## src/rtl/fifo_param.sv

```systemverilog
// Parametrised single-clock FIFO with registered read port, runtime almost-full/empty
// thresholds, hysteretic upstream pause and a sticky overflow/underflow flag.
module fifo_param #(
    parameter int DATA_SIZE = 6,
    parameter int ADDR_SIZE = 2
) (
    input  logic                 clk,
    input  logic                 reset,
    input  logic                 push,
    input  logic [DATA_SIZE-1:0] data_in,
    input  logic                 pop,
    input  logic [ADDR_SIZE:0]   af_thr,
    input  logic [ADDR_SIZE:0]   ae_thr,
    input  logic                 err_clr,
    output logic [DATA_SIZE-1:0] data_out,
    output logic                 valid_out,
    output logic [ADDR_SIZE:0]   data_count,
    output logic                 fifo_empty,
    output logic                 fifo_full,
    output logic                 almost_full,
    output logic                 almost_empty,
    output logic                 fifo_pause,
    output logic                 fifo_error
);

    localparam int CNT_W = ADDR_SIZE + 1;
    localparam int DEPTH = 2 ** ADDR_SIZE;
    localparam logic [CNT_W-1:0] DEPTH_C = CNT_W'(DEPTH);
    localparam logic [CNT_W-1:0] ONE_C   = CNT_W'(1);

    localparam logic [0:0] PAUSE_OFF = 1'b0;
    localparam logic [0:0] PAUSE_ON  = 1'b1;

    logic [DATA_SIZE-1:0] r_mem [DEPTH];
    logic [ADDR_SIZE-1:0] r_wr_ptr;
    logic [ADDR_SIZE-1:0] r_rd_ptr;
    logic [CNT_W-1:0]     r_count;
    logic [DATA_SIZE-1:0] r_data_out;
    logic                 r_valid;
    logic                 r_error;
    logic [0:0]           r_pause_st;

    logic                 w_empty;
    logic                 w_full;
    logic                 w_pop_ok;
    logic                 w_push_ok;
    logic                 w_overflow;
    logic                 w_underflow;
    logic [CNT_W-1:0]     w_count_nxt;
    logic [0:0]           w_pause_nxt;

    assign w_empty   = (r_count == '0);
    assign w_full    = (r_count == DEPTH_C);

    // A pop frees a slot in the same cycle, so a full FIFO still accepts push+pop.
    assign w_pop_ok  = pop & ~w_empty;
    assign w_push_ok = push & (~w_full | w_pop_ok);

    assign w_overflow  = push & w_full & ~pop;
    assign w_underflow = pop & w_empty;

    always_comb begin
        w_count_nxt = r_count;
        case ({w_push_ok, w_pop_ok})
            2'b10:   w_count_nxt = r_count + ONE_C;
            2'b01:   w_count_nxt = r_count - ONE_C;
            default: w_count_nxt = r_count;
        endcase
    end

    // Assert wins over release so misconfigured thresholds fail safe (paused).
    always_comb begin
        w_pause_nxt = r_pause_st;
        if (r_count >= af_thr) begin
            w_pause_nxt = PAUSE_ON;
        end else if ((r_pause_st == PAUSE_ON) && (r_count <= ae_thr)) begin
            w_pause_nxt = PAUSE_OFF;
        end
    end

    always_ff @(posedge clk) begin
        if (!reset && w_push_ok) begin
            r_mem[r_wr_ptr] <= data_in;
        end
    end

    always_ff @(posedge clk) begin
        if (reset) begin
            r_wr_ptr <= '0;
            r_rd_ptr <= '0;
            r_count  <= '0;
        end else begin
            if (w_push_ok) begin
                r_wr_ptr <= r_wr_ptr + 1'b1;
            end
            if (w_pop_ok) begin
                r_rd_ptr <= r_rd_ptr + 1'b1;
            end
            r_count <= w_count_nxt;
        end
    end

    always_ff @(posedge clk) begin
        if (reset) begin
            r_data_out <= '0;
            r_valid    <= 1'b0;
        end else begin
            r_valid <= w_pop_ok;
            if (w_pop_ok) begin
                r_data_out <= r_mem[r_rd_ptr];
            end
        end
    end

    // A fresh error in the clear cycle keeps the flag set.
    always_ff @(posedge clk) begin
        if (reset) begin
            r_error <= 1'b0;
        end else if (w_overflow || w_underflow) begin
            r_error <= 1'b1;
        end else if (err_clr) begin
            r_error <= 1'b0;
        end
    end

    always_ff @(posedge clk) begin
        if (reset) begin
            r_pause_st <= PAUSE_OFF;
        end else begin
            r_pause_st <= w_pause_nxt;
        end
    end

    assign data_out     = r_data_out;
    assign valid_out    = r_valid;
    assign data_count   = r_count;
    assign fifo_empty   = w_empty;
    assign fifo_full    = w_full;
    assign almost_full  = (r_count >= af_thr);
    assign almost_empty = (r_count <= ae_thr) && !w_empty;
    assign fifo_pause   = (r_pause_st == PAUSE_ON);
    assign fifo_error   = r_error;

endmodule

```

## config.mk

```make
export PLATFORM = sky130hd
export DESIGN_NAME = fifo_param
export DESIGN_NICKNAME = d
export VERILOG_FILES = /design/src/rtl/fifo_param.sv
export SDC_FILE = /design/constraint.sdc
export NUM_CORES = 1
export LEC_CHECK = 0
export CAP_MARGIN = 20
export CORE_UTILIZATION = 50
export CTS_CLUSTER_DIAMETER = 200
export DETAILED_ROUTE_END_ITERATION = 8
export PLACE_DENSITY = 0.75
export SLEW_MARGIN = 20
export SYNTH_ARGS = -nofsm -noshare
export SYNTH_HDL_FRONTEND = slang
export SYNTH_SLANG_ARGS = --single-unit
```

## constraint.sdc

```tcl
create_clock -name clk -period 5.83 [get_ports clk]
set_input_delay 1.4575 -clock clk [delete_from_list [all_inputs] [get_ports clk]]
set_output_delay 1.4575 -clock clk [all_outputs]
set_load 0.02 [all_outputs]
```

**Yosys cells after proc, flatten, opt, wreduce, memory -nomap -nowiden**

Memories as Yosys holds them, arrays and structs flattened. A register that Yosys moved wholly into a read port is not among the register bits.
Cells that the tools add are included.

- Equality and inequality tests: 3
- Reductions and logical operators: 10
- Bitwise logic cells: 9
- $add $sub $neg: 4
- Multiplexer cells: 7
- Order comparisons: 2

Operators with widths:

| operator | count |
|---|---|
| 1-bit 2-to-1 mux | 6 |
| 3-bit one-hot mux with 2 select lines | 1 |
| 2-bit nonzero test | 3 |
| 1-bit AND | 5 |
| 2-bit by 1-bit adder with 2-bit output (second input constant) | 2 |
| 3-bit by 1-bit adder with 3-bit output (second input constant) | 1 |
| 3-bit == test (second input constant) | 1 |
| 3-bit greater-or-equal comparator | 1 |
| 3-bit <= comparator | 1 |
| 1-bit logical AND | 3 |
| 3-bit zero test | 1 |
| 1-bit inverter | 3 |
| 3-bit by 1-bit subtractor with 3-bit output (second input constant) | 1 |
| 2-bit by 1-bit == test with 1-bit output (second input constant) | 1 |
| 2-bit == test (second input constant) | 1 |
| 1-bit zero test | 2 |
| 1-bit logical OR | 1 |
| 1-bit OR | 1 |

- Bits in registers: 10
- Memories kept: 1
- Input bits: 17
- Word-level logic and storage cells: 42
- Memory bits (writable): 24
- Output and inout bits: 16

Memory list:

| name | depth | bits a word | rd ports | clocked after Yosys merged registers in | wr ports | RTL line | text |
|---|---|---|---|---|---|---|---|
| r_mem | 4 | 6 | 1 | 1 | 1 | 34 | `logic [DATA_SIZE-1:0] r_mem [DEPTH];` |

**Logic depth before layout (Yosys ltp)**

- Word-level depth: 8
- Depth in mapped cells: 9
- Depth with buffers taken out: 7

**Worst setup path before layout**

OpenSTA, ideal clock, no wires.

- Kind: input to output
- Start: input ae_thr[1]
- End: output almost_empty
- Data required time: 4373 ps
- Arrival: 2470 ps
- Cell stages on the path: 6
- Slack: 1903 ps
- Path buffers: 0
- Cells stage by stage: inv_1 ha_1 nor2b_1 o21ai_0 nand2b_1 a21oi_1

- Word-level cells in the longest chain between the ends: 2

RTL lines:

| element | RTL line | text |
|---|---|---|
| start, declared | 13 | `input logic [ADDR_SIZE:0] ae_thr,` |
| 3-bit <= comparator | 140 | `assign almost_empty = (r_count <= ae_thr) && !w_empty;` |
| 1-bit logical AND | 140 |  |
| end, declared | 21 | `output logic almost_empty,` |

No other way between the ends.

**Worst setup path after layout**

Same ends and word-level chain as after synthesis.

==> impl_metrics.yaml <==
outcome:
  status: "finished clean"
clock_network:
  cts-buffers-inserted: 5
  post_cts_buffers: 0
  cts_num_sinks: 40
  root_buffer: "clkbuf_8"
  path_clk_slew_ns: 0.08
  clockBufferDepth: 2
  hold_buffers: 0
  cts_tree: "yes"
  htreeDepth: 2
  cts_resized: 0
  clock_latency_ns: 0.28
final_layout:
  final_cell_mix: "clkdlybuf4s50_1 (32), edfxtp_1 (24), dfxtp_1 (16), nand2_1 (14)"
  final_cells: 229
  areaGrowthSynthToFinish_pct: 23.47
  final_common_cell: "clkdlybuf4s50_1"
  n_antenna_cell: 0
  nNetsFinal: 210
  final_layout_size_suffix_gt1_frac: 0.09836
  fill_cells: 261
placement:
  dpl.cell_count: 221
  hpwl_mm: 2.420
  io_buffers: 32
  place_congestion: 0.7172
pwr:
  comb_power_share: 0.221
  powerDensity_nw_per_um2: 312.5
  p_leak_uw: 0.0008212
  pwr-share-seq: 0.475
  switching_share: 0.2726
  ir_drop_mv: 0.1867
  clkPwrFrac: 0.304
  p_int_uw: 522.2
  switchingPower_uw: 195.7
synth:
  synth_top_cells_by_area: "edfxtp_1 (39%), dfxtp_1 (17%), mux4_2 (7.3%), ha_1 (6.7%), nand2_1 (2.8%)"
  ys_ff_latch: 40
  synth_top_area_share: 0.3874
  yosys.area.top_type: "edfxtp_1"
  ys_seq_area_frac: 0.5595
  synth.avg_cell_area_um2: 12.16
  syn_area_um2: 1861
  yosys_warnings: 0
  syn_nets: 181
  ys_types: 36
  synth_cells: 153
setup_path:
  ff2ff_setup_slack_ns: 3.49
  r2r-end: "data_count[1]$_SDFFE_PP0P_"
  cp.required_ns: 4.37
  regToRegStartpoint: "data_count[1]$_SDFFE_PP0P_"
  critical_path.endpoint_type: "primary output"
  rr_worst_depth: 7
  critPathMaxFanout: 2
  cp.arrival_ns: 3.37
  critPathKind: "in -> out"
  critPathLaunchType: "primary input"
global_routing:
  overflow: 0
  grt_max_degree: 20
  antenna_found_initial: 0
  grt_pass1_vias: 1246
  grt_pass1_wl_mm: 5.692
  track_usage: 0.1902
sta:
  slew_violations: 0
  hold_violations: 0
  rsz0062_at_grt: "no"
  fin_tns_setup_ns: 0
  tightest_slew_ns: 0.7404
  fmax_mhz: 207.3
  fin_skew_ns: 0.002945
  whs_ns: 0.4624
  slew_headroom: 0.5048
  min_period_ns: 4.824
  period_share: 0.8274
  final-setup-viol-count: 0
routing:
  wl_per_cell_um: 14.58
  drt_first_pass_iters: 4
  via_per_inst: 5.279
  drcViolationCount: 0
  wl_mm: 3.339
  num_vias: 1209
  final_antenna_net_count: 0
  drt-initial-drc-count: 42
die:
  core_um2: 3442
  ios: 33
  die-height_um: 63
  dieArea_um2: 3969
  die_w_um: 63
  rows: 21
  start_util: 0.5405
job:
  drv_cap: 0
worst_hold_path:
  whs_endpoint: "data_out[2]$_SDFFE_PP0N_"
  min-delay-start: "data_out[2]$_SDFFE_PP0N_"
  holdPathStages: 2
  holdCritPathClass: "reg -> reg"
==> state kept, by name, summed over array words and instances (netlist names) <==
name,flops
fifo_error,1
fifo_pause,1
r_rd_ptr,2
data_count,3
r_wr_ptr,2
valid_out,1
r_mem,24
data_out,6
==> metrics by stage <==
stage / worst slack, ns / util / cell area (um^2) / power (uW)
3_5_place_dp: 1.008 / 0.6336 / 2181 / 507.4
5_1_grt: 0.8423 / 0.6674 / 2297 / 753.2
3_3_place_gp: 1.048 / 0.6336 / 2181 / 499.2
2_1_floorplan: 1.903 / - / 1861 / 447.4
6_report: 1.006 / 0.6674 / 2297 / 717.9
4_1_cts: 0.9954 / 0.6674 / 2297 / 725.4
==> power groups by stage <==
| stage | logic, uW | clock network (uW) | registers (uW) |
|---|---|---|---|
| floorplan | 102 | 0 | 345 |
| global placement | 153 | 0 | 346 |
| detailed placement | 160 | 0 | 348 |
| CTS | 160 | 224 | 341 |
| global route | 174 | 234 | 345 |
| finish | 159 | 218 | 341 |
==> routing by layer <==
metal  GRT usage  routed length [um]
met4     0.06977                  15
met3     0.03467                 126
met1      0.2260                1415
met2      0.3387                1782
met5           0                   0
==> worst max-delay path, stage by stage <==
cell and delay [ns]:
clkdlybuf4s50_1 0.46, inv_1 0.04, ha_1 0.30, nor2b_1 0.13, o21ai_0 0.14, nand2b_1 0.09
a21oi_1 0.15, clkdlybuf4s50_1 0.61
==> worst max path at each step <==
stage | from | end | slack (ns) | cells past startpoint
CTS | ae_thr[1] | almost_empty | 1.0 | 8
floorplan | ae_thr[1] | almost_empty | 1.90 | 6
detailed placement | ae_thr[1] | almost_empty | 1.01 | 8
global placement | ae_thr[1] | almost_empty | 1.05 | 8
global route | ae_thr[1] | almost_empty | 0.84 | 8
finish | ae_thr[1] | almost_empty | 1.01 | 8
==> cell families after synthesis <==
logic type,synth area share
AND/OR/NAND/NOR,0.1177
flip-flops,0.5595
AO/OA/AOI/OAI,0.08810
buffers and inverters,0.05514
adder cells (fa/ha/maj),0.07801
multiplexers,0.07801
XOR/XNOR,0.02354
==> final cells by class <==
class                      instances  area [um^2]  area share
timing repair buffer              32        320.3      0.1394
sequential                        40         1041      0.4532
clock buffer                       7        107.6     0.04684
multi-input combinational         91        716.9      0.3121
inverter                          12        45.04     0.01961
tap                               46        57.56     0.02505
clock inverter                     1        8.758    0.003813
==> synth_stat cells <==
master     n
buf_2      4
o31a_2     1
xnor2_1    2
buf_1      1
nor2_1    11
and2_1     4
o21ai_0    6
inv_1     11
nand3b_1   2
nor3_1     2
edfxtp_1  24
nand2_1   14
or4_1      1
o31ai_1    1
o21bai_1   1
mux2i_1    1
a21oi_1   10
inv_2      1
xor2_1     3
nor2b_1    3
a221oi_1   1
buf_4      2
o41ai_4    1
nor4b_1    1
nand2b_2   1
ha_1      10
dfxtp_1   16
buf_6      1
a31oi_1    2
or3b_1     1
a32o_1     1
nand2b_1   2
fa_1       1
mux4_2     6
clkbuf_1   2
nand3_1    2
(Power assumes the default switching activity.)
